<file path="config.mk">
export PLATFORM = sky130hd
export DESIGN_NAME = clk_div_bank
export DESIGN_NICKNAME = d
export VERILOG_FILES = /design/src/rtl/clk_div_pkg.sv /design/src/rtl/clk_div_chan.sv /design/src/rtl/clk_div_bank.sv
export SDC_FILE = /design/constraint.sdc
export NUM_CORES = 1
export LEC_CHECK = 0
export BUFFER_PORTS_ARGS = -buffer_cell sky130_fd_sc_hd__buf_4
export CAP_MARGIN = 5
export CORE_MARGIN = 2
export CORE_UTILIZATION = 48
export DETAILED_ROUTE_END_ITERATION = 7
export PLACE_DENSITY_LB_ADDON = 0.2
export SLEW_MARGIN = 20
export SYNTH_ARGS = -nofsm -noshare
export SYNTH_HDL_FRONTEND = slang
export SYNTH_SLANG_ARGS = --single-unit
</file>
<file path="constraint.sdc">
create_clock -name clk -period 2.45 [get_ports clk]
set_input_delay 0.245 -clock clk [delete_from_list [all_inputs] [get_ports clk]]
set_output_delay 0.245 -clock clk [all_outputs]
set_load 0.02 [all_outputs]
</file>
<file path="src/rtl/clk_div_pkg.sv">
// Shared constants and table-indexing helper for the clock-divider bank.
// The table packs the half-period for [channel][mode] into one wide vector.
package clk_div_pkg;

   localparam int MODE_W    = 2;
   localparam int NUM_MODES = 4;

   localparam logic [27:0] HALF_SCAN   = 28'd524288;    // 2^19
   localparam logic [27:0] HALF_LED_M0 = 28'd33554432;  // 2^25
   localparam logic [27:0] HALF_LED_M1 = 28'd134217728; // 2^27
   localparam logic [27:0] HALF_LED_M2 = 28'd16777216;  // 2^24
   localparam logic [27:0] HALF_LED_M3 = 28'd67108864;  // 2^26

   // Bit offset of entry [ch][mode] inside the packed half-period table.
   function automatic int tbl_idx(input int ch, input int mode, input int cnt_w);
      return (ch * NUM_MODES + mode) * cnt_w;
   endfunction

endpackage

</file>
<file path="src/rtl/clk_div_chan.sv">
// One divider channel: square wave, full-period tick, and a mode that only
// switches at the end of a full period so no half-period is ever truncated.
module clk_div_chan
   import clk_div_pkg::*;
#(
   parameter int CNT_W = 28
) (
   input  logic                       clk,
   input  logic                       rst_n,
   input  logic                       en,
   input  logic                       sync_clr,
   input  logic [MODE_W-1:0]          mode_i,
   input  logic [NUM_MODES*CNT_W-1:0] half_tbl_i,
   output logic                       sq_o,
   output logic                       tick_o,
   output logic [MODE_W-1:0]          mode_act_o
);

   logic [CNT_W-1:0]  r_cnt;
   logic [CNT_W-1:0]  r_half;
   logic              r_sq;
   logic              r_tick;
   logic [MODE_W-1:0] r_mode;

   logic [CNT_W-1:0]  w_half_sel;
   logic              w_wrap;

   assign w_half_sel = half_tbl_i[tbl_idx(0, int'(mode_i), CNT_W) +: CNT_W];
   assign w_wrap     = (r_cnt == r_half - CNT_W'(1));

   always_ff @(posedge clk) begin
      if (!rst_n || sync_clr) begin
         r_cnt  <= '0;
         r_sq   <= 1'b0;
         r_tick <= 1'b0;
         r_mode <= mode_i;
         r_half <= w_half_sel;
      end else if (!en) begin
         r_tick <= 1'b0;
      end else if (!w_wrap) begin
         r_cnt  <= r_cnt + CNT_W'(1);
         r_tick <= 1'b0;
      end else begin
         r_cnt  <= '0;
         r_sq   <= ~r_sq;
         r_tick <= ~r_sq;
         // Falling edge closes a full period: only here may the mode change.
         if (r_sq) begin
            r_mode <= mode_i;
            r_half <= w_half_sel;
         end
      end
   end

   assign sq_o       = r_sq;
   assign tick_o     = r_tick;
   assign mode_act_o = r_mode;

endmodule

</file>
<file path="src/rtl/clk_div_bank.sv">
// Bank of independent clock-divider channels sharing clock, reset, run
// enable and phase-align clear.
module clk_div_bank
   import clk_div_pkg::*;
#(
   parameter int CNT_W  = 28,
   parameter int NUM_CH = 2,
   parameter logic [NUM_CH*NUM_MODES*CNT_W-1:0] HALF_TABLE = {
      HALF_LED_M3, HALF_LED_M2, HALF_LED_M1, HALF_LED_M0,
      HALF_SCAN,   HALF_SCAN,   HALF_SCAN,   HALF_SCAN
   }
) (
   input  logic                     clk,
   input  logic                     rst_n,
   input  logic                     en,
   input  logic                     sync_clr,
   input  logic [MODE_W*NUM_CH-1:0] mode_i,
   output logic [NUM_CH-1:0]        sq_o,
   output logic [NUM_CH-1:0]        tick_o,
   output logic [MODE_W*NUM_CH-1:0] mode_act_o
);

   for (genvar c = 0; c < NUM_CH; c++) begin : g_chk_ch
      for (genvar m = 0; m < NUM_MODES; m++) begin : g_chk_mode
         if (HALF_TABLE[tbl_idx(c, m, CNT_W) +: CNT_W] == '0) begin : g_bad
            $error("clk_div_bank: zero half-period in HALF_TABLE entry");
         end
      end
   end

   for (genvar k = 0; k < NUM_CH; k++) begin : g_ch
      clk_div_chan #(
         .CNT_W (CNT_W)
      ) u_chan (
         .clk        (clk),
         .rst_n      (rst_n),
         .en         (en),
         .sync_clr   (sync_clr),
         .mode_i     (mode_i[MODE_W*k +: MODE_W]),
         .half_tbl_i (HALF_TABLE[tbl_idx(k, 0, CNT_W) +: NUM_MODES*CNT_W]),
         .sq_o       (sq_o[k]),
         .tick_o     (tick_o[k]),
         .mode_act_o (mode_act_o[MODE_W*k +: MODE_W])
      );
   end

endmodule

</file>
-- After elaboration in Yosys (flattened, before gate mapping)
Cells that the tools add are included.
- bits in latches: 0
- word-level logic and storage cells: 56
- memories: 0
- memory bits (read-only): 0
- bits in writable memories: 0
- flip-flop bits (word level): 120
- output and inout bits: 8
- input bits: 8
- reductions and logical operators: 13
- order comparisons: 0
- multipliers: 2
- muxes and demuxes: 18
- shifts and indexed selects: 2
- bitwise gates (word level): 5
- equal/unequal tests: 2
- $add $sub $neg: 4
- divide/modulo/power cells: 0
- operator list (operator ; count):
    $mux 28 ; 10
    $shiftx 112x32->28 const A ; 2
    $add 28x1->28 const B ; 2
    $eq 28x28->1 ; 2
    $sub 28x1->28 const B ; 2
    $mux 2 ; 8
    $mul 2x3->5 const B ; 2
    $reduce_bool 2->1 ; 5
    $reduce_and 3->1 ; 2
    $reduce_or 3->1 ; 2
    $not 1->1 ; 5
    $reduce_and 2->1 ; 2
    $logic_not 1->1 ; 1
    $logic_or 1x1->1 ; 1

-- Depth between registers and ports, before layout
- word-level depth: 6
- depth in mapped cells: 8
- depth with buffers taken out: 7

-- Hierarchy
A second synthesis with hierarchy kept.
- cell total of the unflattened synthesis: 764
- area, all modules: 8076.5 sq um
- by module, submodules not included (module ; cells an instance ; area an instance (sq um) ; seq. area each (sq um) ; times used):
    clk_div_chan (g_ch[1].u_chan) ; 382 ; 4041.4 ; 1501.4 ; 1
    clk_div_chan (g_ch[0].u_chan) ; 380 ; 4027.6 ; 1501.4 ; 1
    clk_div_bank ; 2 ; 7.5 ; 0.0 ; 1

-- Least setup slack after synthesis
OpenSTA, ideal clock, no wires.
- path kind: flip-flop to flip-flop
- start point: register g_ch[1].u_chan.r_cnt[0]
- end point: register g_ch[1].u_chan.r_mode[0], enable pin
- clock period less this slack: 2.191 ns
- library setup time: 0.380 ns
- path slack: 0.259 ns
- cell stages (with the launch flop): 6
- arrival: 1.811 ns
- buffers on the path: 0
- data required time: 2.070 ns
- cells stage by stage: dfxtp_1 > ha_1 > nand3_1 > nor4_4 > nand4_4 > o31ai_1
- word-level cells in the longest chain between the ends: 3
- ends and longest elaborated chain (element ; RTL line ; text):
    start: declaration ; clk_div_chan.sv:19 ; logic [CNT_W-1:0] r_cnt;
    start signal: assignment ; clk_div_chan.sv:41 ; r_cnt <= r_cnt + CNT_W'(1);
    $eq 28x28->1 ; clk_div_chan.sv:29 ; assign w_wrap = (r_cnt == r_half - CNT_W'(1));
    $reduce_bool 2->1 (no source line) ; -- ;
    $reduce_and 3->1 (no source line) ; -- ;
    end signal: assignment ; clk_div_chan.sv:36 ; r_mode <= mode_i;
    end signal: assignment ; clk_div_chan.sv:49 ; r_mode <= mode_i;
    end: declaration ; clk_div_chan.sv:23 ; logic [MODE_W-1:0] r_mode;
Every way passes these cells.
A chain may end at the register's enable or synchronous reset.

-- Worst setup path after layout
- start point: register g_ch[0].u_chan.r_cnt[7]
- end point: register g_ch[0].u_chan.r_mode[1], enable pin
- word-level cells in the longest chain between the ends: 3
- ends and longest elaborated chain (element ; RTL line):
    start: declaration ; clk_div_chan.sv:19
    start signal: assignment ; clk_div_chan.sv:41
    $eq 28x28->1 ; clk_div_chan.sv:29
    $reduce_bool 2->1 (no source line) ; --
    $reduce_and 3->1 (no source line) ; --
    end signal: assignment ; clk_div_chan.sv:36
    end signal: assignment ; clk_div_chan.sv:49
    end: declaration ; clk_div_chan.sv:23
Every way passes these cells.

==> out/results.txt <==
root buffer cell: clkbuf_8
ant diodes: 0
Max VDD drop: 0.396 mV
DR pass1 iterations: 4
# IOs: 16
Max clock buf depth: 2
GRT Residual Overflow: 0
Internal: 1670 µW
Post-Synthesis Cells: 338
Yosys top cell area share: 0.389
CP max FO: 7
final setup TNS: 0 ps
slowest stage delay, CP: 600 ps
gp weighted congestion: 0.800
site row count: 29
pin count of the biggest net entering global routing: 26
worst clock skew: 9.82 ps
WP data arrival: 2180 ps
clock latency on the worst-skew pair: 340 ps
Main synth FF type: dfxtp_1
Final Cell Area: 3440 µm²
initial core utilization: 0.492
Final Net Count: 364
minimum clock period: 2170 ps
core area: 6280 µm²
die area: 7100 µm²
reg2reg start: g_ch[0].u_chan.r_cnt[7]
CTS Buf Count: 9
crit path to: g_ch[0].u_chan.mode_act_o[1]
Hold Crit Class: in2reg
Setup Buffers After CTS: 0
PD cells: 616 nW/µm²
Area Growth Syn to Fin: 11.3%
vias: 2310
MaxCap Viol Count: 0
#FFs+latches synth: 68
Die X: 84.2 µm
R2R Setup Slk: 280 ps
leak pwr: 0.00116 µW
first-pass GRT wire length: 9.89 mm
Post-CTS Resized: 0
H-tree depth: 3
sw power: 445 µW
final design utilization: 0.548
crit path kind: reg2reg
Routed WL: 5.48 mm
Fmax: 0.460 GHz
Avg Inst Size Synth: 9.14 µm²
hold_buf cts: 0
input/output buffers: 15
initial antenna violation count: 0
Worst-path clk slew: 70 ps
crit share post-route: 0.887
Critical Path Start: g_ch[0].u_chan.r_cnt[7]
DR WL/cell: 12.6 µm
required time worst endpoint: 2460 ps
Rel. slew slack: 0.625
dpl hpwl: 3.85 mm
ys async rst share: 0
Syn Nets: 349
layout cell share with drive strength beyond 1: 0.109
most frequent cell after synthesis: dfxtp_1
CP Cell Sequence: and4_1, nand3_2, or4_1, o21ai_0
largest area contributor in the synthesized netlist: dfxtp_1
most frequent cells after synthesis: dfxtp_1 (60), nor2_1 (59), xnor2_1 (30)
Comb power frac: 0.039
Synth area leaders: dfxtp_1 (39%), xnor2_1 (8.5%), edfxtp_1 (7.8%)
crit end category: flop
library cells used by synthesis: 39
Starting DRT DRC Count: 95
Die Y-Extent: 84.2 µm
vias in the first global route: 2230
Ys Warns: 0
Max Slew Vio Count: 0
DRC: 0
status: completed
register share of total power: 0.542
CTS sink count: 68
Slew @ Worst Pin: 558 ps
Post-synth EDFFs: 8
endpoints failing setup: 0
CTS tree: done
RSZ-0062 raised after global routing: false
gr usage total: 0.171
Cell Area, Placed: 3250 µm²
Post-Syn Area: 3090 µm²
Sw Ratio: 0.210
PnR worst setup slack: 277 ps
crit start category: flop
final-report hold violation count: 0
worst reg2reg endpoint: g_ch[0].u_chan.mode_act_o[1]
Post-DRT Antenna Nets: 0
Crit-path slowest cell: or4_1
Place WS: 285 ps
vias per cell: 5.31
sequential cell area fraction in the yosys report: 0.466
Pwr Total: 2120 µW
Reg2Reg Depth: 4
clock share of power: 0.419
-- per-layer routing --
layer | wire length (µm) | part of all wire | vias to the layer above | global-route usage
met5 | 0 | 0 | - | 0
met4 | 87 | 0.016 | 0 | 0.0792
met3 | 209 | 0.038 | 8 | 0.0393
met2 | 2490 | 0.45 | 45 | 0.268
met1 | 2690 | 0.49 | 1056 | 0.224
li1 | - | - | 1201 | -
-- cell families (layout without fill, tap and decap cells) --
kind of cell / Yosys count / count (layout) / share of synthesized area
multiplexers: 1 / 1 / 0.00324
adder cells (fa/ha/maj): 3 / 3 / 0.0121
buffers and inverters: 22 / 42 / 0.0336
AO/OA/AOI/OAI: 11 / 11 / 0.0190
AND/OR/NAND/NOR: 176 / 176 / 0.304
flip-flops: 68 / 68 / 0.466
XOR/XNOR: 57 / 57 / 0.162
-- per-stage QoR --
step | instances | hold slack, ps
6_report | 435 | 79.8
4_1_cts | 435 | 64.8
3_5_place_dp | 419 | 426
3_3_place_gp | 419 | 430
5_1_grt | 435 | 60.7
2_1_floorplan | 338 | 344
-- cell type report --
type                    instances  area (µm²)
repair buffers                 19         143
clock inverters                 2        35.0
well taps                      77        96.3
multi-input cells             248        1550
inverters                       7        26.3
clock buffers                  14         153
fillers                       589        2840
flip-flops and latches         68        1440
-- worst max-delay path: cells and delay by family, from the launching register on --
kind	cells	cell delay, ps
simple gates	3	1120
flops	1	390
compound gates	1	350
-- registers in the layout, summed over array words and instances, names as in the netlist --
register                count
g_ch.u_chan.r_cnt          56
g_ch.u_chan.mode_act_o      4
g_ch.u_chan.r_half          4
g_ch.u_chan.sq_o            2
g_ch.u_chan.tick_o          2
-- cells in the final DEF, fill, tap and decap left out, types with 2 or more instances in the layout --
master,instances
clkbuf_1,4
nand4_1,13
nor2_1,59
nor3_1,12
dfxtp_1,60
o21ai_0,3
nand3_1,24
and2_1,3
xor2_1,27
and4_1,9
ha_1,3
and3_1,5
xnor2_1,30
inv_1,7
buf_4,19
nand4_4,2
nand2_1,23
nor4_1,10
nor2b_1,3
clkbuf_8,10
edfxtp_1,8
a21oi_1,5
-- power by group through the flow --
stage | Combinational [µW] | Clock, µW | Sequential (µW)
after detailed placement | 84.0 | 0 | 1170
after global routing | 91.4 | 962 | 1150
after CTS | 84.7 | 919 | 1150
final | 82.6 | 888 | 1150
after global placement | 81.7 | 0 | 1170
after floorplan | 46.8 | 0 | 1180
-- worst min-delay path by stage --
stage,startpoint,end,slack (ps),cells after the start
2_1_floorplan,mode_i[0],g_ch[0].u_chan.mode_act_o[0],340,0
3_3_place_gp,mode_i[1],g_ch[0].u_chan.mode_act_o[1],430,1
3_5_place_dp,mode_i[0],g_ch[0].u_chan.mode_act_o[0],430,1
4_1_cts,mode_i[0],g_ch[0].u_chan.mode_act_o[0],60,1
5_1_grt,mode_i[0],g_ch[0].u_chan.mode_act_o[0],60,1
6_report,mode_i[0],g_ch[0].u_chan.mode_act_o[0],80,1
Power figures use the tool's default switching activity.
